File: src/rtl/maze_generator.sv
// maze_generator: binary-tree maze carver with a registered wall read port and spawn-row latch
// Ports:
//   CLK, RESET            clock and synchronous active-high reset
//   game_end[1:0]         round request, any non-zero value asks for a maze
//   rd_x, rd_y            wall read address (column, row)
//   rd_walls[1:0]         registered walls of the addressed cell, [1]=right, [0]=bottom, 1=present
//   maze_ready            high while a finished maze is held (DONE)
//   tank1_row, tank2_row  spawn rows latched when carving completes
module maze_generator #(
    parameter int          COLS = 8,
    parameter int          ROWS = 6,
    parameter logic [15:0] SEED = 16'hACE1,
    localparam int         CW   = $clog2(COLS),
    localparam int         RW   = $clog2(ROWS)
) (
    input  logic          CLK,
    input  logic          RESET,
    input  logic [1:0]    game_end,
    input  logic [CW-1:0] rd_x,
    input  logic [RW-1:0] rd_y,
    output logic [1:0]    rd_walls,
    output logic          maze_ready,
    output logic [RW-1:0] tank1_row,
    output logic [RW-1:0] tank2_row
);
    // The store covers the full address space so out-of-range reads return the reset value 2'b11
    localparam int          CN        = 1 << CW;
    localparam int          RN        = 1 << RW;
    localparam logic [15:0] LFSR_INIT = (SEED == 16'h0000) ? 16'hACE1 : SEED;
    typedef enum logic [1:0] {IDLE, CARVE, DONE} state_t;
    state_t        state, state_nx;
    logic [15:0]   lfsr;
    logic [CW-1:0] cx;
    logic [RW-1:0] cy;
    logic [1:0]    walls [RN][CN];
    logic          req, last_x, last_y, carve_we, finish;
    logic [1:0]    cell_val;
    // r is below 2*ROWS, so a single conditional subtraction maps it into 0..ROWS-1
    function automatic logic [RW-1:0] fold(input logic [RW-1:0] r);
        return int'(r) >= ROWS ? RW'(int'(r) - ROWS) : r;
    endfunction
    assign req      = game_end != 2'b00;
    assign last_x   = int'(cx) == COLS - 1;
    assign last_y   = int'(cy) == ROWS - 1;
    assign carve_we = state == CARVE && req;
    assign finish   = carve_we && last_x && last_y;
    // Binary tree: every cell opens exactly one of right/bottom, forced at the far edges
    assign cell_val = last_x && last_y ? 2'b11 :
                      last_x           ? 2'b10 :
                      last_y           ? 2'b01 :
                      lfsr[0]          ? 2'b01 : 2'b10;
    always_ff @(posedge CLK)
        state <= RESET ? IDLE : state_nx;
    always_comb begin
        state_nx = state;
        case (state)
            IDLE:    state_nx = req ? CARVE : IDLE;
            CARVE:   state_nx = !req ? IDLE : finish ? DONE : CARVE;
            DONE:    state_nx = req ? DONE : IDLE;
            default: state_nx = IDLE;
        endcase
    end
    always_comb
        maze_ready = state == DONE;
    always_ff @(posedge CLK) begin
        if (RESET) begin
            lfsr      <= LFSR_INIT;
            cx        <= '0;
            cy        <= '0;
            tank1_row <= '0;
            tank2_row <= '0;
            rd_walls  <= 2'b11;
            for (int y = 0; y < RN; y++)
                for (int x = 0; x < CN; x++)
                    walls[y][x] <= 2'b11;
        end else begin
            lfsr     <= {lfsr[14:0], lfsr[15] ^ lfsr[13] ^ lfsr[12] ^ lfsr[10]};
            cx       <= state != CARVE || last_x ? '0 : cx + 1'b1;
            cy       <= state != CARVE ? '0 : last_x ? cy + 1'b1 : cy;
            rd_walls <= walls[rd_y][rd_x];
            if (carve_we)
                walls[cy][cx] <= cell_val;
            if (finish) begin
                tank1_row <= fold(lfsr[RW-1:0]);
                tank2_row <= fold(lfsr[8 +: RW]);
            end
        end
    end
endmodule

File: config.mk
export PLATFORM = sky130hd
export DESIGN_NAME = maze_generator
export DESIGN_NICKNAME = d
export VERILOG_FILES = /design/src/rtl/maze_generator.sv
export SDC_FILE = /design/constraint.sdc
export NUM_CORES = 1
export LEC_CHECK = 0
export ABC_AREA = 1
export BUFFER_PORTS_ARGS = -buffer_cell sky130_fd_sc_hd__buf_2
export CORE_MARGIN = 4
export CORE_UTILIZATION = 60
export CTS_BUF_LIST = sky130_fd_sc_hd__clkbuf_2 sky130_fd_sc_hd__clkbuf_4 sky130_fd_sc_hd__clkbuf_8
export CTS_CLUSTER_SIZE = 20
export DETAILED_ROUTE_END_ITERATION = 8
export PLACE_DENSITY = 0.77
export SLEW_MARGIN = 15
export SYNTH_ARGS = -nofsm -noshare
export SYNTH_HDL_FRONTEND = slang
export SYNTH_SLANG_ARGS = --single-unit
File: constraint.sdc
create_clock -name CLK -period 2.2 [get_ports CLK]
set_clock_uncertainty 0.15 [all_clocks]
set_input_delay 0.11 -clock CLK [delete_from_list [all_inputs] [get_ports CLK]]
set_output_delay 0.11 -clock CLK [all_outputs]
set_load 0.01 [all_outputs]
==> impl_metrics.tcl <==
set metrics [dict create \
    status "complete, no violations" \
    antennaDiodeCount 0 \
    final_cell_mix "263 x nand2_1, 196 x nand3_1, 128 x edfxtp_1, 49 x inv_1, 37 x o21ai_0" \
    total_power_w 0.00636 \
    num_vias 6232 \
    fmax_mhz 485 \
    cts_root_buffer "clkbuf_8" \
    finish.utilization 0.679 \
    pin_count 19 \
    syn_avg_cell_area_um2 8.95 \
    wl_per_cell_um 17.2 \
    htree_levels 4 \
    post-cts-setup-buffers 0 \
    clock_latency_ps 450 \
    die_x_um 122 \
    start_util 0.613 \
    cts_buffers 17 \
    critPathKind "register to register" \
    drc_errors 0 \
    synthCells 868 \
    seq_area_um2 4490 \
    syn_nets 882 \
    synth-seq-cells 160 \
    antenna_found_initial 0 \
    use_met2 0.444 \
    synth_warnings 0 \
    finalSetupTns_ps 0 \
    vdd_drop_max_mv 0.499 \
    gp_congestion 0.884 \
    cts.sinks 160 \
    drv_slew 0 \
    cp_max_fo 8 \
    fill_cells 979 \
    drive_gt1_frac 0.158 \
    max_cap_violations 0 \
    worst_pin_slew_ps 691 \
    power_density_nw_per_um2 739 \
    die_h_um 122 \
    synthesis.area_um2 7770 \
    numPortBuffers 18 \
    routed_wl_mm 18.3 \
    cp_data_arrival_time_ps 2030 \
    crit_required_ps 2170 \
    dieArea_um2 14800 \
    ant_nets 0 \
    ys_seq_area_frac 0.577 \
    cts_tree "yes" \
    vias_per_cell 5.84 \
    end_kind "register" \
    finalCriticalPeriod_ps 2060 \
    ys_top_cells_by_area "edfxtp_1 49%, nand2_1 13%, nand3_1 13%" \
    layout_commonest_cell "nand2_1" \
    rsz0062_at_grt "true" \
    slew_headroom 0.539 \
    hold_violations 0 \
    nNetsFinal 896 \
    grt_pass1_vias 6182 \
    grt_overflow 0 \
    start_kind "register" \
    core_area_um2 12700 \
    synth_top_area_cell "edfxtp_1" \
    finalCritPeriodShare 0.938 \
    use_met1 0.323 \
    grt_max_degree 67 \
    path_clk_slew_ps 80 \
    yosysUniqueCellTypes 26 \
    dp_hpwl_mm 11.7 \
    row_count 41 \
    leakagePower_nw 3.21 \
    top_usage_layer "met2" \
    cts_buffer_depth 2 \
    min_path_type "primary input to register" \
    drt_iter0_drc 810 \
    multi_input_area_um2 2730 \
    gr-usage-met3 0.0492 \
    syn_to_final_growth_pct 10.8 \
    yosysTopAreaCellShare 0.495 \
    gr-usage-all-layers 0.261 \
    setup_viol 0 \
    grt_pass1_wl_mm 29.9 \
    whs_ps 43.1 \
    dr.pass1.iters 5 \
]
[worst max-delay path, stage by stage, from the launching register on]
cell and delay, ps:
dfxtp_1 350, inv_2 50, nor2_1 70, inv_1 70, nor2_4 100, inv_2 70, nor2_4 140, nand2_4 120
nor2_4 220, inv_2 100, o21ai_0 290
[logic make-up (layout without fill, tap and decap cells)]
| group | after synthesis | after routing | synth area share |
|---|---|---|---|
| AOI/OAI and AO/OA | 55 | 55 | 0.0370 |
| and+or+nand+nor | 513 | 513 | 0.302 |
| adders and majority gates | 4 | 4 | 0.00644 |
| xor gates and xnor gates | 2 | 2 | 0.00226 |
| buffers and inverters | 134 | 161 | 0.0751 |
| DFF | 160 | 160 | 0.577 |
[power breakdown]
group	internal, W	switching [W]
clock	0.00144	0.00105
sequential	0.00330	0.0000195
combinational	0.000160	0.000394
[path summary, 6_finish.rpt]
kind	slack [ps]	to	depth (start not counted)	startpoint
worst min register to register	260	lfsr[8]	2	lfsr[7]
worst min-delay path	40	state[1]	4	game_end[0]
worst max register to register	140	walls[1][8]	10	state[0]
worst max-delay path	140	walls[1][8]	10	state[0]
[synthesized netlist by cell type, drive strengths merged]
master,count
o21ai,43
inv,71
xor2,1
nor2,28
a31oi,1
edfxtp,128
nor4,1
nor3,11
nand2,272
dfxtp,32
a211oi,2
nand3,196
clkbuf,23
xnor2,1
ha,4
or2,5
a21oi,9
buf,40
[metal layers]
| metal | part of all wire | vias up |
|---|---|---|
| li1 | - | 2919 |
| met1 | 0.39 | 2950 |
| met2 | 0.50 | 311 |
| met3 | 0.082 | 52 |
| met4 | 0.029 | 0 |
| met5 | 0 | - |
[final cells by class]
class	count	area share
inverter	71	0.0310
sequential	160	0.521
timing repair buffer	58	0.0529
multi-input combinational	574	0.317
clock buffer	22	0.0327
clock inverter	10	0.0208
tap	172	0.0250
[registers in the layout, indices dropped and copies added (netlist names)]
register	cells
cx	3
cy	3
lfsr	16
rd_walls	2
state	2
tank1_row	3
tank2_row	3
walls	128
[per-stage QoR]
stage	setup slack, ps	area [µm²]	cells
floorplan	253	7770	868
finish	137	8610	1067
detailed placement	140	8090	1029
global placement	183	8090	1029
global route	-9.20	8610	1067
CTS	75.7	8610	1067
[timing repair]
item | CTS | global route
hold buffers | 6 | 0
setup endpoints to repair | 0 | 18
gates resized for setup | 0 | 7
hold endpoints to repair | 25 | 0
(Power assumes the default switching activity.)
